==> src/rtl/fetch_unit_pkg.sv <==
//------------------------------------------------------------------------------
// Module  : fetch_unit_pkg
// Purpose : Shared types and constants for the instruction-fetch slice:
//           FSM state encoding, the canonical NOP word and the default
//           reset PC.
// Ports   : none (package)
// Rev     : 1.0 - initial release
//------------------------------------------------------------------------------
`default_nettype none

package fetch_unit_pkg;

  typedef enum logic [1:0] {
    ST_FETCH = 2'd0,
    ST_WAIT  = 2'd1,
    ST_HALT  = 2'd2
  } fetch_state_e;

  // addi x0, x0, 0 -- what IF/ID presents out of reset
  localparam logic [31:0] NOP_INSTR        = 32'h0000_0013;
  localparam logic [31:0] DEFAULT_RESET_PC = 32'h0000_0000;

endpackage

`default_nettype wire

==> src/rtl/fetch_unit_if_id_reg.sv <==
//------------------------------------------------------------------------------
// Module  : if_id_reg
// Purpose : IF/ID pipeline register. Priority: rst > clear > hold > load.
//           clear only drops the valid bit; the payload is kept so a bubble
//           costs no extra toggling.
// Ports   : clk, rst         - clock, synchronous active-high reset
//           i_load           - capture {1, i_pc, i_instr}
//           i_clear          - invalidate (wins over i_hold)
//           i_hold           - freeze everything, including valid
//           i_pc, i_instr    - incoming fetch PC and instruction word
//           o_valid, o_pc, o_instr - registered IF/ID contents
// Rev     : 1.0 - initial release
//------------------------------------------------------------------------------
`default_nettype none

module if_id_reg
  import fetch_unit_pkg::*;
(
  input  logic        clk,
  input  logic        rst,
  input  logic        i_load,
  input  logic        i_clear,
  input  logic        i_hold,
  input  logic [31:0] i_pc,
  input  logic [31:0] i_instr,
  output logic        o_valid,
  output logic [31:0] o_pc,
  output logic [31:0] o_instr
);

  logic        r_valid;
  logic [31:0] r_pc;
  logic [31:0] r_instr;

  always_ff @(posedge clk) begin
    if (rst) begin
      r_valid <= 1'b0;
      r_pc    <= 32'h0000_0000;
      r_instr <= NOP_INSTR;
    end else if (i_clear) begin
      r_valid <= 1'b0;
    end else if (i_hold) begin
      r_valid <= r_valid;
    end else if (i_load) begin
      r_valid <= 1'b1;
      r_pc    <= i_pc;
      r_instr <= i_instr;
    end
  end

  assign o_valid = r_valid;
  assign o_pc    = r_pc;
  assign o_instr = r_instr;

endmodule

`default_nettype wire

==> src/rtl/fetch_unit.sv <==
//------------------------------------------------------------------------------
// Module  : fetch_unit
// Purpose : Instruction fetch stage: PC register, FETCH/WAIT/HALT control,
//           pc+4 adder and the IF/ID register.
// Ports   : clk, rst              - clock, synchronous active-high reset
//           next_pc, redirect     - next PC and taken-jump/branch flag
//           stall                 - hazard freeze of PC and IF/ID
//           imem_ready, imem_rdata- instruction memory response
//           imem_req, imem_addr   - instruction memory request
//           pc, pc4               - current fetch PC and pc+4 (combinational)
//           if_id_valid/pc/instr  - IF/ID register contents
//           halted                - unit is parked in HALT
// Rev     : 1.0 - initial release
//------------------------------------------------------------------------------
`default_nettype none

module fetch_unit
  import fetch_unit_pkg::*;
#(
  parameter logic [31:0] RESET_PC = DEFAULT_RESET_PC,
  parameter bit          HALT_EN  = 1'b1
) (
  input  logic        clk,
  input  logic        rst,
  input  logic [31:0] next_pc,
  input  logic        redirect,
  input  logic        stall,
  input  logic        imem_ready,
  input  logic [31:0] imem_rdata,
  output logic        imem_req,
  output logic [31:0] imem_addr,
  output logic [31:0] pc,
  output logic [31:0] pc4,
  output logic        if_id_valid,
  output logic [31:0] if_id_pc,
  output logic [31:0] if_id_instr,
  output logic        halted
);

  logic [31:0]  r_pc;
  fetch_state_e r_state;

  logic [31:0]  w_pc_nxt;
  fetch_state_e w_state_nxt;
  logic         w_active;
  logic         w_load;
  logic         w_clear;
  logic         w_hold;

  assign w_active = (r_state != ST_HALT);

  // FETCH and WAIT share one datapath: WAIT only records that the current
  // address is still outstanding, the request stays up in both.
  always_comb begin
    w_pc_nxt    = r_pc;
    w_state_nxt = r_state;
    w_load      = 1'b0;
    w_clear     = 1'b0;
    if (!w_active) begin
      // Entry cycle already loaded the halting instruction; drop it now.
      w_clear = 1'b1;
    end else if (redirect) begin
      // Redirect beats stall and readiness; the in-flight word is wrong-path.
      w_pc_nxt    = next_pc;
      w_clear     = 1'b1;
      w_state_nxt = ST_FETCH;
    end else if (stall) begin
      // Any returned word is dropped and re-requested once the stall lifts.
      if (!imem_ready) begin
        w_state_nxt = ST_WAIT;
      end
    end else if (imem_ready) begin
      w_pc_nxt = next_pc;
      w_load   = 1'b1;
      if (HALT_EN && (next_pc == r_pc)) begin
        w_state_nxt = ST_HALT;
      end else begin
        w_state_nxt = ST_FETCH;
      end
    end else begin
      w_clear     = 1'b1;
      w_state_nxt = ST_WAIT;
    end
  end

  assign w_hold = stall && w_active;

  always_ff @(posedge clk) begin
    if (rst) begin
      r_pc    <= RESET_PC;
      r_state <= ST_FETCH;
    end else begin
      r_pc    <= w_pc_nxt;
      r_state <= w_state_nxt;
    end
  end

  if_id_reg u_if_id (
    .clk     (clk),
    .rst     (rst),
    .i_load  (w_load),
    .i_clear (w_clear),
    .i_hold  (w_hold),
    .i_pc    (r_pc),
    .i_instr (imem_rdata),
    .o_valid (if_id_valid),
    .o_pc    (if_id_pc),
    .o_instr (if_id_instr)
  );

  assign imem_req  = !rst && w_active;
  assign imem_addr = r_pc;
  assign pc        = r_pc;
  assign pc4       = r_pc + 32'd4;
  assign halted    = (r_state == ST_HALT);

endmodule

`default_nettype wire

==> config.mk <==
export PLATFORM = sky130hd
export DESIGN_NAME = fetch_unit
export DESIGN_NICKNAME = d
export VERILOG_FILES = /design/src/rtl/fetch_unit_pkg.sv /design/src/rtl/fetch_unit_if_id_reg.sv /design/src/rtl/fetch_unit.sv
export SDC_FILE = /design/constraint.sdc
export NUM_CORES = 1
export LEC_CHECK = 0
export ABC_AREA = 1
export CAP_MARGIN = 40
export CORE_MARGIN = 2
export CORE_UTILIZATION = 35
export CTS_CLUSTER_DIAMETER = 100
export DETAILED_ROUTE_END_ITERATION = 12
export PLACE_DENSITY = 0.71
export RECOVER_POWER = 50
export SLEW_MARGIN = 20
export SYNTH_ARGS = -nofsm -noshare
export SYNTH_HDL_FRONTEND = slang
export SYNTH_SLANG_ARGS = --single-unit
export TNS_END_PERCENT = 30
==> constraint.sdc <==
create_clock -name clk -period 4 [get_ports clk]
set_input_delay 0.8 -clock clk [delete_from_list [all_inputs] [get_ports clk]]
set_output_delay 0.8 -clock clk [all_outputs]
set_load 0.1 [all_outputs]
; ---- Yosys cells after proc, flatten, opt, wreduce, memory -nomap -nowiden
; Index checks and enable logic that the tools add are counted.
[classes]
n_reduce_logical = 9
bitwise = 2
n_addsub = 1
eq_ne = 5
n_mux = 16
[ops]
columns = operator, count
row1 = $mux 32, 3
row2 = $add 32x3->32 const B, 1
row3 = $eq 32x32->1, 1
row4 = $mux 2, 5
row5 = $mux 1, 8
row6 = $reduce_and 3->1, 2
row7 = $ne 2x2->1 const B, 2
row8 = $reduce_and 2->1, 2
row9 = $ne 3x3->1 const B, 1
row10 = $eq 2x2->1 const B, 1
row11 = $logic_and 1x1->1, 2
row12 = $not 1->1, 2
row13 = $reduce_bool 2->1, 1
row14 = $reduce_or 2->1, 1
row15 = $logic_not 1->1, 1
[totals]
word_cells = 38
reg_bits = 99
out_inout_bits = 163
in_bits = 69

; ---- Longest topological paths before layout
; Gate-level depths: netlist (run 1).
[logic_depth]
word_depth = 6
ltp_mapped = 12

; ---- Modules after synthesis
; From an unflattened synthesis (run 1), not the netlist that was laid out.
[hier_totals]
cells_unflattened = 801
hier_area_um2 = 5512.8
[by_module_without_submodules]
columns = mod, n_inst, seq_area_each_um2, area_per_inst_um2, cells_each
row1 = if_id_reg, 1, 1301.2, 2830.2, 419
row2 = fetch_unit, 1, 680.7, 2682.6, 382

; ---- Worst setup path after synthesis (run 1)
; Ideal clock, no wire load.
[synth_path]
path_type = register to output
from = register r_pc[3], in the netlist imem_addr[3]
to = output port pc4[24]
t_arrival_ns = 3.607
slack_ns = -0.407
path_stages_with_launch = 10
path_cell_list = dfxtp_1 -> ha_1 -> nand2_1 -> inv_1 -> nand2_2 -> nor2_4 -> nand2_2 -> nor2_4 -> nand2_2 -> xnor2_1
[synth_via]
elab_chain_len = 1
[synth_rtl]
columns = element, line
row1 = "start, declared", fetch_unit.sv:40  ; logic [31:0] r_pc;
row2 = "start signal, assigned", fetch_unit.sv:93  ; r_pc <= w_pc_nxt;
row3 = $add 32x3->32, fetch_unit.sv:114  ; assign pc4 = r_pc + 32'd4;
row4 = "end, declared", fetch_unit.sv:33  ; output logic [31:0] pc4,
; No other way between the ends.

; ---- Worst setup path in the final report (run 1)
[layout_path]
from = input port imem_ready
to = register u_if_id.r_pc[30], in the netlist u_if_id.o_pc[30]
[layout_via]
elab_chain_len = 6
word_cells_on_any_way = 10
[layout_rtl]
columns = element, line
row1 = "start, declared", fetch_unit.sv:28  ; input logic imem_ready,
row2 = $mux 1, fetch_unit.sv:72  ; end else if (imem_ready) begin
row3 = $mux 1, fetch_unit.sv:67  ; end else if (stall) begin
row4 = $mux 1, fetch_unit.sv:62  ; end else if (redirect) begin
row5 = $mux 1, fetch_unit.sv:59  ; if (!w_active) begin
row6 = $not 1->1 (no source line), -
row7 = $reduce_and 3->1 (no source line) *, -
row8 = "end signal, assigned", fetch_unit_if_id_reg.sv:46  ; r_pc <= i_pc;
row9 = "end, declared", fetch_unit_if_id_reg.sv:32  ; logic [31:0] r_pc;
; Mark *: on every way between the ends. The rest lies on a longest branch, timed or not.
; A chain may end at the register's enable or synchronous reset.

==> results of run 1 <==
==> placed cells by master (no fill, tap or decap), types with 8 or more instances in the layout <==
cell / n
dfxtp_1: 99
dlygate4sd3_1: 25
clkbuf_1: 54
nor2_1: 151
o21ai_0: 95
xor2_1: 15
inv_1: 37
xnor2_1: 30
clkdlybuf4s50_1: 178
nand2_1: 66
nand4_1: 8
clkbuf_16: 9
buf_16: 21
nor3_1: 9
buf_8: 63
nand3_1: 16
buf_4: 29
a21oi_1: 32
==> worst paths after layout <==
check                                 from                to  slack (ns)  cells after the start
worst min register to register  r_state[0]        r_state[0]        0.47                      2
worst max register to register  r_state[1]  u_if_id.o_pc[30]        1.46                      7
worst min-delay path            r_state[0]        r_state[0]        0.47                      2
worst max-delay path            imem_ready  u_if_id.o_pc[30]        0.55                      8
==> final cells by class <==
class                   count  area [um2]
multi-input cells         447        2256
flip-flops and latches     99        1982
well taps                 176       220.2
clock buffers              11       252.7
fillers                  1053        4343
clock inverters             5       60.06
repair buffers            371        3981
inverters                  39       147.6
==> state kept, by name, summed over array words and instances (netlist names) <==
| register | count |
|---|---|
| u_if_id.o_valid | 1 |
| imem_addr | 32 |
| r_state | 2 |
| u_if_id.o_pc | 32 |
| u_if_id.o_instr | 32 |
==> cells in the mapped netlist <==
| library cell | count |
|---|---|
| o21ai_0 | 95 |
| nand2_2 | 6 |
| inv_2 | 1 |
| inv_1 | 37 |
| clkbuf_2 | 2 |
| nor3_2 | 1 |
| clkbuf_1 | 24 |
| nand3_2 | 1 |
| clkinv_2 | 1 |
| or2_4 | 1 |
| nor4_1 | 2 |
| nand4_1 | 8 |
| nor3_1 | 9 |
| xor2_1 | 17 |
| dfxtp_1 | 99 |
| nand3_1 | 16 |
| xnor2_1 | 33 |
| a21oi_1 | 32 |
| nand2_1 | 67 |
| buf_4 | 34 |
| ha_1 | 1 |
| nor2_4 | 3 |
| buf_2 | 10 |
| o21ai_1 | 1 |
| nor2_1 | 151 |
| nor2_2 | 3 |
==> power groups by stage <==
stage / clock, mW / combinational (mW) / sequential (mW)
finish: 0.912 / 1.54 / 1.12
CTS: 0.930 / 1.63 / 1.12
floorplan: 0 / 0.602 / 1.53
global route: 0.966 / 1.59 / 1.13
global placement: 0 / 1.28 / 1.14
detailed placement: 0 / 1.63 / 1.15
==> through the flow <==
stage               instance area, um2  hold WS (ns)
finish                            8900        0.4660
detailed placement                9210        0.4559
floorplan                         4788        0.4379
global route                      8900        0.4983
CTS                               9523        0.4667
global placement                  6893        0.4513
==> cell families (layout without fill, tap and decap cells) <==
group | Yosys count | in the layout | share of synthesized area
flops | 99 | 99 | 0.4172
buf+inv | 109 | 426 | 0.1164
xor+xnor | 50 | 50 | 0.09218
fa+ha+maj | 1 | 1 | 0.002633
compound gates | 128 | 128 | 0.1348
simple gates | 268 | 268 | 0.2368
==> worst max-delay path, delay by kind of cell <==
kind / cells / cell delay [ns]
AOI/OAI and AO/OA: 2 / 0.35
and+or+nand+nor: 2 / 0.37
buffers and inverters: 4 / 2.18
==> layer usage <==
metal | part of all wire | global-route usage
met5 | 0 | 0
met4 | 0.032 | 0.09375
met3 | 0.055 | 0.05943
met2 | 0.52 | 0.4640
met1 | 0.40 | 0.2967
==> impl_metrics.prom, run 1 <==
# TYPE chip_impl_metric gauge
chip_impl_info{name="status",value="complete, no violations"} 1
chip_impl_metric{name="globalplace.congestion",unit=""} 0.9106
chip_impl_info{name="cts_tree",value="built"} 1
chip_impl_metric{name="port_buf_inserts",unit=""} 231
chip_impl_metric{name="grt.overflow.total",unit=""} 0
chip_impl_metric{name="post_synthesis_area_per_instance",unit="um2"} 7.253
chip_impl_metric{name="cp_max_fo",unit=""} 54
chip_impl_info{name="hold_class",value="flop to flop"} 1
chip_impl_metric{name="hold_viol_final",unit=""} 0
chip_impl_metric{name="post-synth-top-area-fraction",unit=""} 0.4172
chip_impl_metric{name="antenna_found_initial",unit=""} 0
chip_impl_metric{name="remaining_antenna_violation_count_after_routing",unit=""} 0
chip_impl_metric{name="start_util",unit=""} 0.3587
chip_impl_metric{name="floorplan.io_pins",unit=""} 232
chip_impl_metric{name="grt_pass1_wl",unit="um"} 29230
chip_impl_metric{name="worst_clock_skew",unit="ns"} 0.007148
chip_impl_metric{name="drt_pass1_iterations",unit=""} 4
chip_impl_metric{name="place.detailed.instances",unit=""} 1132
chip_impl_metric{name="vias",unit=""} 5440
chip_impl_metric{name="setup-tns-final",unit="ns"} 0
chip_impl_metric{name="finalNonFillerCells",unit=""} 1148
chip_impl_metric{name="utilization",unit=""} 0.6721
chip_impl_metric{name="syn_nets",unit=""} 725
chip_impl_metric{name="synthesis.area",unit="um2"} 4751
chip_impl_metric{name="cts.sinks",unit=""} 99
chip_impl_metric{name="cell_int_power",unit="mW"} 2.057
chip_impl_metric{name="insertedDiodeCount",unit=""} 0
chip_impl_metric{name="sw_frac_of_total",unit=""} 0.4256
chip_impl_metric{name="timing.critical_path.slowest_cell_delay",unit="ns"} 0.95
chip_impl_metric{name="clock_power_share",unit=""} 0.255
chip_impl_metric{name="dieWidth",unit="um"} 120.5
chip_impl_metric{name="buffer_levels_on_the_longest_clock_path",unit=""} 2
chip_impl_metric{name="cell_count_after_synthesis",unit=""} 655
chip_impl_metric{name="area_delta_synth_final",unit="%"} 87.33
chip_impl_info{name="setup.worst_path.start_class",value="input port"} 1
chip_impl_metric{name="final_critical_path_setup_slack",unit="ns"} 0.5479
chip_impl_metric{name="crit_required",unit="ns"} 4.27
chip_impl_metric{name="wire_per_inst",unit="um"} 16.30
chip_impl_metric{name="synth.yosys.seq_area_share",unit=""} 0.4172
chip_impl_metric{name="worst_ir_drop_vdd",unit="mV"} 0.2801
chip_impl_metric{name="initial_drc_count",unit=""} 285
chip_impl_metric{name="design.core.area",unit="um2"} 13240
chip_impl_metric{name="cts_setup_buffers",unit=""} 0
chip_impl_info{name="clock_tree.root_cell",value="clkbuf_16"} 1
chip_impl_info{name="crit_type",value="input port to flop"} 1
chip_impl_info{name="dominant_cells_by_area_after_synthesis",value="dfxtp_1, nor2_1, o21ai_0, xnor2_1, buf_4"} 1
chip_impl_metric{name="finish.net_count",unit=""} 1037
chip_impl_metric{name="grt_max_degree",unit=""} 76
chip_impl_metric{name="detail_route.wirelength",unit="um"} 18710
chip_impl_metric{name="ys_seq_elements",unit=""} 99
chip_impl_metric{name="power.density_cell_area",unit="nW/um2"} 402.3
chip_impl_metric{name="critPathArrivalTime",unit="ns"} 3.73
chip_impl_metric{name="comb_power_share",unit=""} 0.431
chip_impl_info{name="synth_top_area_cell",value="dfxtp_1"} 1
chip_impl_metric{name="floorplan.die.height",unit="um"} 120.5
chip_impl_metric{name="fp-row-count",unit=""} 42
chip_impl_info{name="crit_path_cell_trace",value="dlygate4sd3_1, inv_1, nor3_1, nand2_2, inv_1, clkbuf_2, o21ai_0, a21oi_1"} 1
chip_impl_metric{name="worstSkewPairLatency",unit="ns"} 0.35
chip_impl_metric{name="post-route-min-period",unit="ns"} 3.452
chip_impl_metric{name="vias_per_cell",unit=""} 4.739
chip_impl_metric{name="fmax",unit="GHz"} 0.2897
chip_impl_metric{name="cts_resized",unit=""} 0
chip_impl_metric{name="global_route.usage.total",unit=""} 0.2578
chip_impl_metric{name="pre_cts_worst_setup_slack",unit="ns"} 1.174
chip_impl_metric{name="pwr-share-seq",unit=""} 0.314
chip_impl_info{name="grt_setup_unrepaired",value="false"} 1
chip_impl_metric{name="max-cap-violations",unit=""} 0
chip_impl_info{name="timing.critical_path.slowest_stage_cell",value="clkbuf_2"} 1
chip_impl_metric{name="slew_headroom",unit=""} 0.1577
chip_impl_metric{name="post_synth_num_cell_types",unit=""} 26
chip_impl_metric{name="max_slew.worst_pin.slew",unit="ns"} 1.264
chip_impl_metric{name="layout-drive-gt1-share",unit=""} 0.1574
chip_impl_metric{name="total_power",unit="mW"} 3.581
chip_impl_metric{name="cts.hold.buffers_added",unit=""} 0
chip_impl_metric{name="yosys_warnings",unit=""} 0
chip_impl_info{name="timing.critical_path.mode_cell",value="inv_1"} 1
chip_impl_metric{name="final-setup-viol-count",unit=""} 0
chip_impl_metric{name="numCtsBuffers",unit=""} 9
chip_impl_metric{name="power.static_leakage",unit="nW"} 3.668
chip_impl_metric{name="final-max-slew-violation-count",unit=""} 0
chip_impl_metric{name="path_clk_slew",unit="ns"} 0.07
chip_impl_metric{name="layout_worst_path_cycle_share",unit=""} 0.8630
chip_impl_metric{name="dpl.hpwl",unit="um"} 14530
chip_impl_metric{name="p_sw",unit="mW"} 1.524
chip_impl_metric{name="dieArea",unit="um2"} 14520
chip_impl_metric{name="route.detailed.drc",unit=""} 0
chip_impl_metric{name="cts_htree_levels",unit=""} 3
chip_impl_metric{name="first_global_vias",unit=""} 5558
chip_impl_info{name="timing.critical_path.to_type",value="flop"} 1
No activity file was read; power rests on OpenSTA's default activity.
==> inputs of run 2 (changes only) <==
- clock period: 4 -> 4.4 ns (I/O delays scaled with it)
==> run 2 against run 1 <==
  * The run now ends with max-capacitance violations, max-slew violations left
  * Global-route usage up 0.48 points
  * Critical path depth shrank 2
  * Routed wire length is 2.0% higher
  * Sequential share of layout area fell by 0.29 points
  * Via count increased by 0.94%
  * Sequential cell count is the same
  * Clock skew is 0.00052 ns higher
  * Power decreased by 7.6%
  * Hold slack better by 0.0024 ns
  * Critical endpoint is now u_if_id.o_pc[4]
==> impl_metrics.prom, run 2 (same netlist as run 1, synthesis figures left out) <==
# TYPE chip_impl_metric gauge
chip_impl_info{name="top_layer_used",value="met4"} 1
chip_impl_metric{name="route.detailed.drc",unit=""} 0
chip_impl_metric{name="final_critical_path_setup_slack",unit="ns"} 0.9291
chip_impl_metric{name="pre_cts_worst_setup_slack",unit="ns"} 1.493
chip_impl_metric{name="sw_frac_of_total",unit=""} 0.4177
chip_impl_info{name="hold_class",value="flop to flop"} 1
chip_impl_metric{name="placed_cell_areas",unit="um2"} 9305
chip_impl_metric{name="dpl.hpwl",unit="um"} 14790
chip_impl_metric{name="hold_viol_final",unit=""} 0
chip_impl_metric{name="fmax",unit="GHz"} 0.2881
chip_impl_metric{name="pwr-share-seq",unit=""} 0.309
chip_impl_metric{name="vias_per_cell",unit=""} 4.754
chip_impl_metric{name="port_buf_inserts",unit=""} 231
chip_impl_metric{name="reg2reg_slack",unit="ns"} 1.54
chip_impl_metric{name="global_route.usage.total",unit=""} 0.2626
chip_impl_info{name="worst_hold_startpoint",value="r_state[0]"} 1
chip_impl_metric{name="wire_per_inst",unit="um"} 16.52
chip_impl_metric{name="first_global_vias",unit=""} 5636
chip_impl_info{name="final_common_cell",value="clkdlybuf4s50_1"} 1
chip_impl_info{name="timing.critical_path.to_type",value="flop"} 1
chip_impl_info{name="hold_path_end",value="r_state[0]"} 1
chip_impl_metric{name="reg2regPathDepth",unit=""} 6
chip_impl_metric{name="cell_int_power",unit="mW"} 1.927
chip_impl_metric{name="post-route-min-period",unit="ns"} 3.471
chip_impl_metric{name="final-max-slew-violation-count",unit=""} 50
chip_impl_metric{name="design.core.area",unit="um2"} 13240
chip_impl_info{name="worst_r2r_startpoint",value="r_state[1]"} 1
chip_impl_metric{name="remaining_antenna_violation_count_after_routing",unit=""} 0
chip_impl_info{name="crit_type",value="input port to flop"} 1
chip_impl_metric{name="insertedDiodeCount",unit=""} 0
chip_impl_info{name="grt_setup_unrepaired",value="false"} 1
chip_impl_metric{name="cp_max_fo",unit=""} 49
chip_impl_metric{name="fillers",unit=""} 1036
chip_impl_metric{name="finish.net_count",unit=""} 1044
chip_impl_metric{name="power.static_leakage",unit="nW"} 3.711
chip_impl_metric{name="wl_met3",unit="um"} 984
chip_impl_metric{name="max-cap-violations",unit=""} 1
chip_impl_metric{name="initial_drc_count",unit=""} 264
chip_impl_info{name="clock_tree.root_cell",value="clkbuf_16"} 1
chip_impl_metric{name="hold_depth",unit=""} 2
chip_impl_metric{name="p_sw",unit="mW"} 1.382
chip_impl_metric{name="grt_max_degree",unit=""} 57
chip_impl_metric{name="numCtsBuffers",unit=""} 9
chip_impl_metric{name="start_util",unit=""} 0.3587
chip_impl_info{name="worst_r2r_endpoint",value="u_if_id.o_pc[4]"} 1
chip_impl_metric{name="final-setup-viol-count",unit=""} 0
chip_impl_metric{name="area_delta_synth_final",unit="%"} 89.83
chip_impl_metric{name="floorplan.die.height",unit="um"} 120.5
chip_impl_metric{name="drt_pass1_iterations",unit=""} 5
chip_impl_metric{name="buffer_levels_on_the_longest_clock_path",unit=""} 2
chip_impl_metric{name="dieWidth",unit="um"} 120.5
chip_impl_metric{name="worst_ir_drop_vdd",unit="mV"} 0.2327
chip_impl_metric{name="final_cell_area",unit="um2"} 9019
chip_impl_info{name="cts_tree",value="built"} 1
chip_impl_info{name="most-common-layout-cells",value="clkdlybuf4s50_1, nor2_1, dfxtp_1, o21ai_0"} 1
chip_impl_metric{name="worstSkewPairLatency",unit="ns"} 0.35
chip_impl_metric{name="cts.hold.buffers_added",unit=""} 0
chip_impl_metric{name="worst_clock_skew",unit="ns"} 0.007667
chip_impl_metric{name="crit_required",unit="ns"} 4.67
chip_impl_metric{name="cts_htree_levels",unit=""} 3
chip_impl_info{name="violations",value="max-capacitance violations, max-slew violations"} 1
chip_impl_metric{name="cts_setup_buffers",unit=""} 0
chip_impl_metric{name="slew_headroom",unit=""} -0.3582
chip_impl_metric{name="cts.sinks",unit=""} 99
chip_impl_metric{name="dieArea",unit="um2"} 14520
chip_impl_metric{name="globalplace.congestion",unit=""} 0.9361
chip_impl_metric{name="layout_worst_path_cycle_share",unit=""} 0.7888
chip_impl_metric{name="cts_resized",unit=""} 0
chip_impl_metric{name="comb_power_share",unit=""} 0.430
chip_impl_metric{name="layout-drive-gt1-share",unit=""} 0.1502
chip_impl_metric{name="grt_pass1_wl",unit="um"} 29590
chip_impl_metric{name="detail_route.wirelength",unit="um"} 19080
chip_impl_metric{name="max_slew.worst_pin.slew",unit="ns"} 2.037
chip_impl_metric{name="clock_power_share",unit=""} 0.261
chip_impl_metric{name="finalNonFillerCells",unit=""} 1155
chip_impl_metric{name="antenna_found_initial",unit=""} 0
chip_impl_metric{name="floorplan.io_pins",unit=""} 232
chip_impl_metric{name="grt.overflow.total",unit=""} 0
chip_impl_metric{name="fp-row-count",unit=""} 42
chip_impl_info{name="status",value="complete, but fails checks"} 1
chip_impl_metric{name="wl_met2",unit="um"} 9911
chip_impl_metric{name="place.detailed.instances",unit=""} 1139
chip_impl_metric{name="power.density_cell_area",unit="nW/um2"} 366.9
chip_impl_metric{name="vias",unit=""} 5491
chip_impl_info{name="setup.worst_path.start_class",value="input port"} 1
chip_impl_metric{name="routed_met1_length",unit="um"} 7325
chip_impl_metric{name="path_clk_slew",unit="ns"} 0.07
chip_impl_metric{name="critPathArrivalTime",unit="ns"} 3.75
## run 2: final cells by class
cell class,count,area [um2],share of cell area
multi-input cells,447,2226,0.2468
inverters,39,147.6,0.01637
clock inverters,4,73.82,0.008185
flip-flops and latches,99,1982,0.2198
clock buffers,12,246.5,0.02733
repair buffers,378,4123,0.4571
well taps,176,220.2,0.02442
## run 2: layer usage
metal,track usage,vias up
met5,0,-
met4,0.1112,0
met3,0.04764,57
met2,0.4891,209
met1,0.2903,2532
li1,-,2693
## run 2: critical path, cell delays in order
cell and delay [ns]:
dlygate4sd3_1 0.59, nor3_1 0.11, nand2_2 0.07, clkbuf_1 1.45
o21ai_0 0.44, nor2_1 0.18
## run 2: power by group through the flow
stage	clock network [mW]	logic, mW	registers (mW)
after floorplan	0	0.545	1.39
after global placement	0	1.17	1.04
after detailed placement	0	1.50	1.04
after CTS	0.880	1.50	1.02
after global routing	0.915	1.47	1.03
final	0.863	1.42	1.02
## run 2: worst max-delay path by stage
stage,cells after the start,startpoint,to
after floorplan,9,imem_addr[10],pc4[31]
after global placement,6,imem_addr[2],pc4[8]
after detailed placement,8,imem_ready,u_if_id.o_pc[27]
after CTS,12,imem_addr[3],pc4[28]
after global routing,6,stall,u_if_id.o_pc[4]
final,6,stall,u_if_id.o_pc[4]
## run 2: through the flow
| step | total power [mW] | setup TNS, ns | utilization | hold slack [ns] |
|---|---|---|---|---|
| 2_1_floorplan | 1.939 | -0.01755 | - | 0.4379 |
| 3_3_place_gp | 2.206 | 0 | 0.5199 | 0.4517 |
| 3_5_place_dp | 2.540 | 0 | 0.7027 | 0.4608 |
| 4_1_cts | 3.404 | 0 | 0.7269 | 0.4719 |
| 5_1_grt | 3.417 | 0 | 0.6810 | 0.5059 |
| 6_report | 3.309 | 0 | 0.6810 | 0.4684 |
==> inputs of run 3 (changes only) <==
- PLACE_DENSITY: 0.71 -> 0.74
- clock period: 4.4 -> 2.78 ns (I/O delays scaled with it)
==> run 3 against run 2 <==
  * Sequential power up 60%
  * Routed wire length down 22%
  * Clock skew down 0.0018 ns
  * Non-clock buffer count down 132
  * Combinational power up 31%
  * The flow now finishes without violations
  * Count of clock-buffer cells in the layout down 2
  * Critical path type is now flop to output port
  * Design area down 19%
  * Sequential share of layout area up 6.0 points
  * Via count down 13%
  * Cell count down 11%
==> impl_metrics.prom, run 3 (same netlist as run 1, synthesis figures left out) <==
# TYPE chip_impl_metric gauge
chip_impl_info{name="status",value="complete, no violations"} 1
chip_impl_metric{name="reg2regPathDepth",unit=""} 8
chip_impl_info{name="cts_tree",value="built"} 1
chip_impl_metric{name="buffer_levels_on_the_longest_clock_path",unit=""} 2
chip_impl_info{name="final_common_cell",value="nor2_1"} 1
chip_impl_metric{name="final-max-slew-violation-count",unit=""} 0
chip_impl_metric{name="grt_pass1_wl",unit="um"} 23140
chip_impl_metric{name="timing.critical_path.buf_inv",unit=""} 1
chip_impl_metric{name="first_global_vias",unit=""} 4439
chip_impl_metric{name="fp-row-count",unit=""} 42
chip_impl_metric{name="layout-drive-gt1-share",unit=""} 0.2409
chip_impl_metric{name="finish.net_count",unit=""} 912
chip_impl_info{name="crit_path_cell_trace",value="nand2_2, nor2_4, nand2_2, nor2_4, nand2_2, nor3_2, xor2_4, buf_12"} 1
chip_impl_metric{name="worst_clock_skew",unit="ns"} 0.005828
chip_impl_metric{name="route.detailed.drc",unit=""} 0
chip_impl_metric{name="area_delta_synth_final",unit="%"} 54.57
chip_impl_metric{name="max_slew.worst_pin.slew",unit="ns"} 1.246
chip_impl_metric{name="hold_depth",unit=""} 2
chip_impl_metric{name="fillers",unit=""} 1339
chip_impl_metric{name="slew_headroom",unit=""} 0.1727
chip_impl_metric{name="grt_max_degree",unit=""} 56
chip_impl_metric{name="cts_htree_levels",unit=""} 3
chip_impl_metric{name="numCtsBuffers",unit=""} 9
chip_impl_metric{name="clock_power_share",unit=""} 0.259
chip_impl_metric{name="place.detailed.instances",unit=""} 1000
chip_impl_metric{name="total_power",unit="mW"} 4.713
chip_impl_metric{name="crit_required",unit="ns"} 2.22
chip_impl_metric{name="drt_pass1_iterations",unit=""} 4
chip_impl_metric{name="final-setup-viol-count",unit=""} 0
chip_impl_info{name="hold_class",value="flop to flop"} 1
chip_impl_info{name="timing.critical_path.slowest_stage_cell",value="dfxtp_4"} 1
chip_impl_metric{name="sw_frac_of_total",unit=""} 0.4530
chip_impl_info{name="path_delay_family",value="simple AND/OR/NAND/NOR gates"} 1
chip_impl_info{name="setup.worst_path.start_class",value="flop"} 1
chip_impl_metric{name="critPathArrivalTime",unit="ns"} 2.10
chip_impl_metric{name="path_clk_slew",unit="ns"} 0.07
chip_impl_metric{name="power.density_cell_area",unit="nW/um2"} 641.9
chip_impl_metric{name="timing.critical_path.slowest_cell_delay",unit="ns"} 0.40
chip_impl_metric{name="floorplan.die.height",unit="um"} 120.5
chip_impl_metric{name="power.static_leakage",unit="nW"} 3.009
chip_impl_metric{name="grt.overflow.total",unit=""} 0
chip_impl_metric{name="post-route-min-period",unit="ns"} 2.653
chip_impl_info{name="most-common-layout-cells",value="nor2_1, o21ai_0, buf_4, dfxtp_1, clkbuf_1"} 1
chip_impl_metric{name="p_sw",unit="mW"} 2.135
chip_impl_info{name="grt_setup_unrepaired",value="true"} 1
chip_impl_metric{name="design.core.area",unit="um2"} 13240
chip_impl_metric{name="cell_int_power",unit="mW"} 2.578
chip_impl_metric{name="finalNonFillerCells",unit=""} 1023
chip_impl_metric{name="antenna_found_initial",unit=""} 0
chip_impl_metric{name="detail_route.wirelength",unit="um"} 14810
chip_impl_metric{name="global_route.usage.total",unit=""} 0.2031
chip_impl_metric{name="vias_per_cell",unit=""} 4.658
chip_impl_metric{name="cts.hold.buffers_added",unit=""} 0
chip_impl_metric{name="wire_per_inst",unit="um"} 14.48
chip_impl_metric{name="pwr-share-seq",unit=""} 0.345
chip_impl_metric{name="vias",unit=""} 4765
chip_impl_info{name="crit_type",value="flop to output port"} 1
chip_impl_metric{name="max-cap-violations",unit=""} 0
chip_impl_info{name="clock_tree.root_cell",value="clkbuf_16"} 1
chip_impl_metric{name="dieArea",unit="um2"} 14520
chip_impl_metric{name="hold_viol_final",unit=""} 0
chip_impl_info{name="timing.critical_path.mode_cell",value="nand2_2"} 1
chip_impl_metric{name="remaining_antenna_violation_count_after_routing",unit=""} 0
chip_impl_metric{name="dpl.hpwl",unit="um"} 11000
chip_impl_metric{name="cp_max_fo",unit=""} 8
chip_impl_metric{name="floorplan.io_pins",unit=""} 232
chip_impl_metric{name="worstSkewPairLatency",unit="ns"} 0.35
chip_impl_metric{name="comb_power_share",unit=""} 0.396
chip_impl_metric{name="fmax",unit="GHz"} 0.3769
chip_impl_metric{name="port_buf_inserts",unit=""} 231
chip_impl_metric{name="cts.sinks",unit=""} 99
chip_impl_metric{name="initial_drc_count",unit=""} 253
chip_impl_metric{name="globalplace.congestion",unit=""} 0.8746
chip_impl_metric{name="worst-path-stages",unit=""} 8
chip_impl_metric{name="layout_worst_path_cycle_share",unit=""} 0.9544
chip_impl_info{name="timing.critical_path.to_type",value="output port"} 1
chip_impl_metric{name="worst_ir_drop_vdd",unit="mV"} 0.3541
chip_impl_metric{name="reg2reg_slack",unit="ns"} 0.98
chip_impl_metric{name="dieWidth",unit="um"} 120.5
chip_impl_metric{name="insertedDiodeCount",unit=""} 0
chip_impl_metric{name="start_util",unit=""} 0.3587
[run 3: cell count changes in the layout (fill, tap and decap cells not counted), sizes merged]
cell / change
dlygate4sd3: -31
clkbuf: +14
clkdlybuf4s50: -110
inv: +2
buf: -7
clkinv: +1
bufinv: -2
clkinvlp: +1
[run 3: per-stage QoR]
stage                 util  hold WS, ns  setup WS (ns)  setup TNS [ns]  instance area [um2]
global placement    0.5455       0.4540         0.3328               0                 7224
detailed placement  0.5455       0.4589         0.2960               0                 7224
floorplan                -       0.4379       -0.03140        -0.06822                 5159
global route        0.5545       0.5081       -0.01774        -0.01815                 7343
finish              0.5545       0.4679         0.1267               0                 7343
CTS                 0.5705       0.4679       -0.01089        -0.01089                 7555
[run 3: layout make-up]
type	count	area (um2)	area share
multi-input cells	447	2595	0.3534
flip-flops and latches	99	2054	0.2798
repair buffers	246	2038	0.2776
clock buffers	10	239.0	0.03254
well taps	176	220.2	0.02999
inverters	39	147.6	0.02011
clock inverters	6	48.80	0.006645
[run 3: path summary, 6_finish.rpt]
check                                   from           end
worst max-delay path            imem_addr[5]       pc4[27]
worst min register to register    r_state[1]    r_state[1]
worst min-delay path              r_state[1]    r_state[1]
worst max register to register    r_state[1]  imem_addr[7]
[run 3: repair_timing]
action,CTS,global route
endpoints found under the setup margin,6,8
setup buffers,1,6
gates resized for setup,8,2
pin swaps,2,4
gates cloned,0,0
[run 3: per-layer routing]
layer,vias up,GRT usage,part of all wire
met5,-,0,0
met4,0,0.07340,0.023
met3,23,0.04434,0.062
met2,156,0.3393,0.48
met1,2166,0.2576,0.43
li1,2420,-,-
[run 3: tightest hold or removal path, cell delays in order (launching register included)]
cell and delay, ns:
dfxtp_1 0.31, nand2_1 0.06, a21oi_1 0.06
[run 3: power groups by stage]
stage	clock network [mW]	registers (mW)	logic, mW
6_report	1.22	1.63	1.86
5_1_grt	1.32	1.64	1.93
4_1_cts	1.26	1.63	1.91
3_5_place_dp	0	1.66	1.91
3_3_place_gp	0	1.66	1.91
2_1_floorplan	0	2.22	0.893
